<file path="config.mk">
export PLATFORM = sky130hd
export DESIGN_NAME = rs_erasure_decoder
export DESIGN_NICKNAME = d
export VERILOG_FILES = /design/src/rtl/rs_pkg.sv /design/src/rtl/rs_erasure_decoder_gf256_mul.sv /design/src/rtl/rs_erasure_decoder.sv
export SDC_FILE = /design/constraint.sdc
export NUM_CORES = 1
export LEC_CHECK = 0
export ABC_AREA = 1
export CORE_MARGIN = 10
export CORE_UTILIZATION = 32
export CTS_CLUSTER_SIZE = 12
export DETAILED_ROUTE_END_ITERATION = 8
export HOLD_SLACK_MARGIN = 0.05
export SYNTH_ARGS = -nofsm -noshare
export SYNTH_HDL_FRONTEND = slang
export SYNTH_HIERARCHICAL = 1
export SYNTH_SLANG_ARGS = --single-unit
export TNS_END_PERCENT = 50
</file>
<file path="constraint.sdc">
create_clock -name clk -period 31.9 [get_ports clk]
set_input_delay 6.38 -clock clk [delete_from_list [all_inputs] [get_ports clk]]
set_output_delay 6.38 -clock clk [all_outputs]
set_load 0.02 [all_outputs]
</file>
<file path="src/rtl/rs_pkg.sv">
// GF(2^8) constants and helpers shared by the RS(10,8) erasure decoder.
package rs_pkg;

  localparam logic [7:0] PRIM_POLY = 8'h1D;

  localparam logic [7:0] ALPHA_POW [0:9] = '{
    8'h01, 8'h02, 8'h04, 8'h08, 8'h10, 8'h20, 8'h40, 8'h80, 8'h1D, 8'h3A
  };

  localparam logic [1:0] RES_NE  = 2'b00;
  localparam logic [1:0] RES_CE  = 2'b01;
  localparam logic [1:0] RES_DUE = 2'b10;

  function automatic logic [7:0] gf_mul(input logic [7:0] a, input logic [7:0] b);
    logic [7:0] acc;
    logic [7:0] sh;
    acc = 8'h00;
    sh  = a;
    for (int i = 0; i < 8; i++) begin
      if (b[i]) acc = acc ^ sh;
      sh = {sh[6:0], 1'b0} ^ (sh[7] ? PRIM_POLY : 8'h00);
    end
    return acc;
  endfunction

  // x^-1 = x^254; gf_inv(0) yields 0.
  function automatic logic [7:0] gf_inv(input logic [7:0] x);
    logic [7:0] p;
    logic [7:0] r;
    p = x;
    r = 8'h01;
    for (int i = 0; i < 7; i++) begin
      p = gf_mul(p, p);
      r = gf_mul(r, p);
    end
    return r;
  endfunction

endpackage

</file>
<file path="src/rtl/rs_erasure_decoder_gf256_mul.sv">
// Combinational GF(2^8) multiplier, field polynomial 0x11D.
module gf256_mul
  import rs_pkg::*;
(
  input  logic [7:0] a_i,
  input  logic [7:0] b_i,
  output logic [7:0] p_o
);

  logic [7:0] sh;

  always_comb begin
    p_o = 8'h00;
    sh  = a_i;
    for (int i = 0; i < 8; i++) begin
      if (b_i[i]) p_o = p_o ^ sh;
      sh = {sh[6:0], 1'b0} ^ (sh[7] ? PRIM_POLY : 8'h00);
    end
  end

endmodule

</file>
<file path="src/rtl/rs_erasure_decoder.sv">
// RS(10,8) GF(2^8) decoder correcting up to two flagged erasures; registered outputs.
// Optional macro RS_SEC_EN adds single-symbol error correction when nothing is flagged.
module rs_erasure_decoder
  import rs_pkg::*;
(
  input  logic        clk,
  input  logic        rst,
  input  logic [79:0] codeword_in,
  input  logic [9:0]  DUE_information_in,
  output logic [1:0]  decode_result_out,
  output logic [63:0] data_out
);

  logic [7:0]  sym    [10];
  logic [7:0]  sprod  [10];
  logic [7:0]  s0, s1;
  logic [3:0]  n_erased;
  logic [3:0]  pos_lo, pos_hi;
  logic [7:0]  alpha_lo, alpha_hi;
  logic [7:0]  s0_alo, e_hi, e_lo;
  logic [79:0] err_vec;
  logic [79:0] corrected;
  logic [1:0]  result_d, result_q;
  logic [63:0] data_d, data_q;

  for (genvar j = 0; j < 10; j++) begin : g_synd
    assign sym[j] = codeword_in[8*j +: 8];
    gf256_mul u_synd (.a_i(sym[j]), .b_i(ALPHA_POW[j]), .p_o(sprod[j]));
  end

  always_comb begin
    s0 = 8'h00;
    s1 = 8'h00;
    for (int j = 0; j < 10; j++) begin
      s0 = s0 ^ sym[j];
      s1 = s1 ^ sprod[j];
    end
  end

  always_comb begin
    n_erased = 4'd0;
    pos_lo   = 4'd0;
    pos_hi   = 4'd0;
    for (int k = 0; k < 10; k++) begin
      n_erased = n_erased + {3'b000, DUE_information_in[k]};
      if (DUE_information_in[k]) pos_hi = k[3:0];
    end
    for (int k = 9; k >= 0; k--) begin
      if (DUE_information_in[k]) pos_lo = k[3:0];
    end
  end

  assign alpha_lo = ALPHA_POW[pos_lo];
  assign alpha_hi = ALPHA_POW[pos_hi];

  // S0*a^lo serves both the single-erasure consistency test and the two-erasure solve.
  gf256_mul u_cons (.a_i(s0), .b_i(alpha_lo), .p_o(s0_alo));
  gf256_mul u_eval (.a_i(s1 ^ s0_alo), .b_i(gf_inv(alpha_hi ^ alpha_lo)), .p_o(e_hi));
  assign e_lo = s0 ^ e_hi;

`ifdef RS_SEC_EN
  logic [7:0] sec_loc;
  logic       sec_hit;
  logic [3:0] sec_pos;

  gf256_mul u_sec (.a_i(s1), .b_i(gf_inv(s0)), .p_o(sec_loc));

  always_comb begin
    sec_hit = 1'b0;
    sec_pos = 4'd0;
    for (int k = 0; k < 10; k++) begin
      if (sec_loc == ALPHA_POW[k]) begin
        sec_hit = 1'b1;
        sec_pos = k[3:0];
      end
    end
  end
`endif

  always_comb begin
    result_d = RES_NE;
    err_vec  = '0;
    case (n_erased)
      4'd0: begin
        if ((s0 | s1) != 8'h00) begin
`ifdef RS_SEC_EN
          if (s0 != 8'h00 && sec_hit) begin
            result_d                = RES_CE;
            err_vec[8*sec_pos +: 8] = s0;
          end else begin
            result_d = RES_DUE;
          end
`else
          result_d = RES_DUE;
`endif
        end
      end
      4'd1: begin
        if ((s0 | s1) == 8'h00) begin
          result_d = RES_NE;
        end else if (s0 != 8'h00 && s1 == s0_alo) begin
          result_d               = RES_CE;
          err_vec[8*pos_lo +: 8] = s0;
        end else begin
          result_d = RES_DUE;
        end
      end
      4'd2: begin
        err_vec[8*pos_hi +: 8] = e_hi;
        err_vec[8*pos_lo +: 8] = e_lo;
        result_d = ((e_hi | e_lo) == 8'h00) ? RES_NE : RES_CE;
      end
      default: result_d = RES_DUE;
    endcase
  end

  assign corrected = codeword_in ^ err_vec;
  assign data_d    = (result_d == RES_DUE) ? codeword_in[79:16] : corrected[79:16];

  // Output register stage
  always_ff @(posedge clk) begin
    if (rst) begin
      result_q <= RES_NE;
      data_q   <= 64'h0;
    end else begin
      result_q <= result_d;
      data_q   <= data_d;
    end
  end

  assign decode_result_out = result_q;
  assign data_out          = data_q;

endmodule

</file>
-- Word level (Yosys, flattened, before mapping)
Memory sizes are Yosys's and may differ from the RTL's.
Index checks and enable logic that the tools add are counted.
- ROM bits: 256
- input bits: 92
- memories kept: 2
- word-level logic and storage cells: 623
- output and inout port bits: 66
- latch bits: 0
- register bits: 66
- RAM bits: 0
- bitwise logic cells: 288
- divide/modulo/power cells: 0
- equal/unequal tests: 4
- shifts and indexed selects: 5
- $mul: 0
- reduce and logical (&&, ||, !) cells: 6
- $lt $le $gt $ge: 2
- $add $sub $neg: 11
- mux-type cells: 303
- memory list (name ; depth ; width ; rd ports ; clocked after memory_dff ; wr ports ; RTL line ; RTL):
    (no name shown) ; 16 ; 8 ; 1 ; 0 ; 0 ; rs_erasure_decoder.sv:54 ; assign alpha_hi = ALPHA_POW[pos_hi];
    (no name shown) ; 16 ; 8 ; 1 ; 0 ; 0 ; rs_erasure_decoder.sv:53 ; assign alpha_lo = ALPHA_POW[pos_lo];
- operator list (operator ; number):
    $xor A8 B8 Y8 ; 183
    $mux W8 ; 125
    $xor A8 B5 Y8 ; 91
    $mux W5 ; 143
    $shiftx A8 B34 Y80 ; 3
    $and A80 B80 Y80 ; 2
    $mux W80 ; 2
    $pmux W80 S2 ; 1
    $shift A8 B34 Y80 const A ; 2
    $bwmux W80 ; 1
    $xor A80 B80 Y80 ; 1
    $neg A7 Y34 ; 2
    $mux W64 ; 1
    $mux W4 ; 13
    $add A4 B1 Y4 ; 6
    $logic_not A8 Y1 ; 2
    $or A8 B8 Y8 ; 2
    $reduce_bool A8 Y1 ; 2
    $mux W3 ; 5
    $mux W2 ; 6
    $ge A5 B5 Y1 const B ; 2
    $not A4 Y5 ; 2
    $eq A8 B8 Y1 ; 1
    $mux W7 ; 1
    other kinds (12) ; 20

-- Logic depth before layout (Yosys ltp)
- word-level depth: 164
- mapped depth: 158
- mapped depth without buffers: 148

-- Hierarchy
The synthesis kept the hierarchy.
- modules (own cells, without submodules) (module ; times used ; seq. area each (um2) ; cells an instance ; area each (um2)):
    rs_erasure_decoder ; 1 ; 1321.3 ; 4962 ; 24797.5
    gf256_mul ; 12 ; 0.0 ; 335 ; 1616.6

-- Least setup slack after synthesis
OpenSTA, ideal clock, no wires.
- path type: input -> register
- start: input DUE_information_in[6]
- end: register data_q[14], in the netlist data_out[14]
- path slack: 11.178 ns
- required time: 31.772 ns
- library setup time: 0.128 ns
- arrival time: 20.595 ns
- cell stages on the path: 123
- buffers on the path: 12
- path through: inv_1 nand3_1 nand2_1 nand2_1 nand2_1 nand2_1 nand2_1 nand2_1 inv_1 clkbuf_1 ha_1 inv_1 o21ai_1 nand2_2 inv_1 buf_2 buf_1 ha_1 [... 87 more ...] nand2_1 buf_2 nand2_1 xnor2_2 xor2_1 xor2_1 inv_1 nand3_1 nand2_1 inv_1 inv_1 ha_1 inv_1 nor2_1 nor2_1 o32ai_1 xnor2_1 nor2_1
- longest elaborated chain between the ends: 158
- elaborated cells on any way between the ends: 482
- those cells by class: add/sub (6); eq/ne (4); shift (5); mux (250); bitwise (212); reduce/logical (3); memory (2)
- RTL lines (item ; RTL line ; RTL):
    start, declared ; rs_erasure_decoder.sv:9 ; input logic [9:0] DUE_information_in,
    $mux W4 (7 in a row) ; rs_erasure_decoder.sv:49 ; if (DUE_information_in[k]) pos_lo = k[3:0];
    $not A4 Y5 (not written as such) ; rs_erasure_decoder.sv:53 ;
    $mem_v2 Z16 W8 ; n/a ;
    $mux W8 (not written as such) (2 in a row) ; rs_erasure_decoder.sv:53 ;
    $xor A8 B8 Y8 ; rs_erasure_decoder.sv:58 ; gf256_mul u_eval (.a_i(s1 ^ s0_alo), .b_i(gf_inv(alpha_hi ^ alpha_lo)), .p_o(e_hi));
    $mux W5 (tied with other cells) ; rs_pkg.sv:21 ; sh = {sh[6:0], 1'b0} ^ (sh[7] ? PRIM_POLY : 8'h00);
    $xor A8 B5 Y8 or $xor A8 B8 Y8 (tied branches) ; rs_pkg.sv:21, rs_pkg.sv:20 ;
    $xor A8 B8 Y8 or $mux W8 (tied branches) ; rs_pkg.sv:20 ; if (b[i]) acc = acc ^ sh;
    [... 136 more ...] ; n/a ;
    net e_hi[6] ; rs_erasure_decoder.sv:20 ; logic [7:0] s0_alo, e_hi, e_lo;
    $xor A8 B8 Y8 ; rs_erasure_decoder.sv:59 ; assign e_lo = s0 ^ e_hi;
    $or A8 B8 Y8 ; rs_erasure_decoder.sv:111 ; result_d = ((e_hi | e_lo) == 8'h00) ? RES_NE : RES_CE;
    $logic_not A8 Y1 ; rs_erasure_decoder.sv:111 ;
    $mux W1 ; rs_erasure_decoder.sv:111 ;
    $pmux W2 S3 ; rs_erasure_decoder.sv:83 ; case (n_erased)
    $eq A2 B2 Y1 ; rs_erasure_decoder.sv:118 ; assign data_d = (result_d == RES_DUE) ? codeword_in[79:16] : corrected[79:16];
    $mux W64 (*) ; rs_erasure_decoder.sv:118 ;
    end signal, assigned ; rs_erasure_decoder.sv:127 ; data_q <= data_d;
    end, declared ; rs_erasure_decoder.sv:24 ; logic [63:0] data_d, data_q;
The timed path passes the listed nets; every way through them passes the cells marked *. The select of a mux whose other input is x is not followed.
A chain may end at the register's enable or synchronous reset.

-- Final worst setup path
- start: input DUE_information_in[9]
- end: register data_q[25], in the netlist data_out[25]
- longest elaborated chain between the ends: 161
- elaborated cells on any way between the ends: 479
- those cells by class: add/sub (3); eq/ne (4); shift (5); mux (250); bitwise (212); reduce/logical (3); memory (2)
- RTL lines (item ; RTL line ; RTL):
    $mux W4 (*) (10 in a row) ; rs_erasure_decoder.sv:49 ;
    $not A4 Y5 (not written as such) (*) ; rs_erasure_decoder.sv:53 ;
    $mem_v2 Z16 W8 (*) ; n/a ;
    $mux W8 (not written as such) (*) (2 in a row) ; rs_erasure_decoder.sv:53 ;
    net alpha_lo[7] ; rs_erasure_decoder.sv:19 ; logic [7:0] alpha_lo, alpha_hi;
    $xor A8 B8 Y8 ; rs_erasure_decoder.sv:58 ;
    $mux W5 or $mux W8 (tied branches) ; rs_pkg.sv:21, rs_pkg.sv:20 ;
    $xor A8 B5 Y8 or $xor A8 B8 Y8 (tied branches) ; rs_pkg.sv:21, rs_pkg.sv:20 ;
    [... 137 more ...] ; n/a ;
    net e_hi[1] ; rs_erasure_decoder.sv:20 ;
    $xor A8 B8 Y8 ; rs_erasure_decoder.sv:59 ;
    $or A8 B8 Y8 ; rs_erasure_decoder.sv:111 ;
    $logic_not A8 Y1 ; rs_erasure_decoder.sv:111 ;
    $mux W1 ; rs_erasure_decoder.sv:111 ;
    $pmux W2 S3 ; rs_erasure_decoder.sv:83 ;
    $eq A2 B2 Y1 ; rs_erasure_decoder.sv:118 ;
    $mux W64 (*) ; rs_erasure_decoder.sv:118 ;
Marks and branches as above.

==> impl_metrics.py <==
metrics = {
    "status": {
        "status": "complete, but fails checks",
        "violations": "design-rule violations",
    },
    "grt": {
        "grt_use_total_pct": 20.00,
        "grt_max_degree": 60,
        "grt_pass1_vias": 48620,
        "grt_overflow": 0,
        "grt_pass1_wl_um": 255600,
        "antenna_found_initial": 3,
    },
    "final_layout": {
        "final_util_pct": 34.97,
        "syn_to_final_growth_pct": 8.657,
        "multiInputGateArea_mm2": 0.03796,
        "seq_area_mm2": 0.001321,
        "nFillCells": 15430,
        "num_antenna_cells": 0,
        "fin_cells": 11000,
        "drive_gt1_share_pct": 7.886,
        "fin_nets": 9331,
    },
    "yosys": {
        "synth_top_cell_by_area": "nand2_1",
        "netlist-cell-type-count": 57,
        "synth_edf_count": 0,
        "netlist_top_cells_area": "nand2_1 34%, nand3_1 15%, inv_1 8.5%, xor2_1 6.3%, xnor2_1 4.8%",
        "yosysSeqAreaShare_pct": 2.990,
        "syn_area_per_cell_um2": 4.921,
        "async_flop_share_pct": 0,
        "ys_ff_latch": 66,
        "synthFlopType": "dfxtp_1",
        "synth.cell_area_mm2": 0.04420,
        "synth_cells": 8982,
        "yosys_warnings": 6,
        "synth_top_cell_area_share_pct": 33.52,
    },
    "timing": {
        "rsz0062_at_grt": "false",
        "drv_slew": 0,
        "worst_pin_slew_ns": 1.163,
        "fmax_ghz": 0.03655,
        "setup_viol": 0,
        "whs_ns": 6.773,
        "fin_crit_sh_pct": 85.76,
        "period_minus_slack_ns": 27.36,
        "max_slew_margin_pct": 22.25,
        "finalHoldViolations": 0,
        "setup_tns_ns": 0,
    },
    "routing": {
        "postRouteAntennaNets": 0,
        "dr.pass1.iters": 9,
        "vias": 54630,
        "drt_iter0_drc": 4433,
        "avgViaCountPerCell": 4.966,
        "wl_per_cell_um": 14.68,
        "drc": 1,
        "wirelength_um": 161500,
    },
    "run": {
        "maxCapViolations": 0,
    },
    "worst_hold_path": {
        "hold_class": "input pin to register",
        "hp-start": "codeword_in[45]",
        "whs_path_depth": 3,
    },
    "setup_path": {
        "worst-path-buf-inv": 25,
        "start_kind": "input pin",
        "path_depth": 123,
        "crit_required_ns": 32.20,
        "cp_top_family": "simple AND/OR/NAND/NOR gates",
        "critPathKind": "input pin to register",
        "crit_start": "DUE_information_in[9]",
        "cp_slowest_cell": "clkdlybuf4s50_1",
        "endpoint_kind": "register",
        "crit_fanout": 59,
        "cpPeakStageDelay_ns": 0.75,
        "critPathMostFrequentCell": "nand2_1",
        "arrival_ns": 27.66,
    },
    "placed_design": {
        "dpl.cell_count": 10980,
        "place.gp.congestion": 0.9924,
        "dp_hpwl_um": 130800,
        "io_buffers": 157,
    },
    "clock_tree": {
        "cts-resized-gates": 0,
        "numCtsBuffers": 9,
        "clock_path_buffers": 2,
        "postCtsSetupRepairBufs": 0,
        "clkSinkCount": 66,
        "cts-root-buf": "clkbuf_16",
        "h-tree-depth": 3,
        "cts.hold.buffers_added": 0,
        "clkTransAtPathRegs_ns": 0.07,
        "cts_tree": "built",
    },
    "floorplanning": {
        "die_y_um": 391.6,
        "row_count": 136,
        "start_util_pct": 32.18,
        "die_w_um": 391.6,
        "die_area_mm2": 0.1534,
        "core_area_mm2": 0.1373,
        "pin_count": 158,
    },
}
==> registers in the layout (all words and copies together), names as in the netlist <==
| signal | count |
|---|---|
| decode_result_out | 2 |
| data_out | 64 |
==> layout by cell type, fill, tap and decap left out, types with 9 or more instances in the layout <==
cell type and count:
a21oi_1 131, buf_4 36, clkbuf_16 9, clkdlybuf4s50_1 157, clkinv_1 19, conb_1 260
dfxtp_1 66, ha_1 32, inv_1 1006, inv_2 133, nand2_1 3946, nand2_2 286
nand2_4 40, nand3_1 1325, nand3_2 59, nand3b_1 77, nand4_1 88, nor2_1 505
nor2_2 57, nor3_1 16, o21a_1 13, o21ai_0 137, o21ai_1 30, o21ai_2 12
o22ai_1 17, o31ai_1 11, o32ai_1 11, o41ai_1 14, or2_1 15, xnor2_1 241
xnor2_2 61, xor2_1 318
==> cell families (layout without fill, tap and decap cells) <==
logic type / after synthesis / in the layout / share of synthesized area, %
compound gates: 410 / 410 / 5.382
xor+xnor: 628 / 628 / 13.66
fa+ha+maj: 38 / 38 / 1.178
buf+inv: 1404 / 1370 / 13.33
flops: 66 / 66 / 2.990
other cells: 2 / 260 / 0.01699
simple gates: 6434 / 6434 / 63.45
==> per-layer routing <==
layer,part of all wire [%],track usage (%),vias to the layer above
met4,2.5,5.199,0
met1,46,27.30,24390
met3,7.0,2.332,208
met2,45,33.11,1871
met5,0,0,-
li1,-,-,28160
==> cell type report <==
cell class	instances	area share (%)
clock buffer	9	0.4690
clock inverter	7	0.1251
inverter	1161	9.090
multi-input combinational	7770	79.05
sequential	66	2.751
tap	1794	4.674
timing repair buffer	193	3.835
==> stage by stage <==
step                      area (µm²)  setup WS, ns
after floorplan                45160         11.18
after detailed placement       47740         4.574
after global routing           48020         2.541
final                          48020         4.542
after CTS                      48020         4.904
after global placement         47740         4.932
==> path summary, 6_finish.rpt <==
kind                       end  slack (ns)
hold / removal    data_out[29]        6.77
setup / recovery  data_out[25]        4.54
==> synthesized netlist by cell type (30+ instances only) <==
master and n:
ha_1 32, nand4_1 88, a21oi_1 131, xnor2_2 61, nand3b_1 77, buf_4 52
xor2_1 318, nand3_2 59, nand2_4 40, inv_2 133, o21ai_1 30, nand2_2 285
inv_1 1006, nor2_2 58, nand3_1 1325, dfxtp_1 66, clkbuf_1 80, o21ai_0 137
nand2_1 3947, xnor2_1 241, buf_2 53, nor2_1 505, buf_6 47
Power is not shown: default switching activity piles up to over one toggle a cycle in this logic, so the estimate is an artifact.
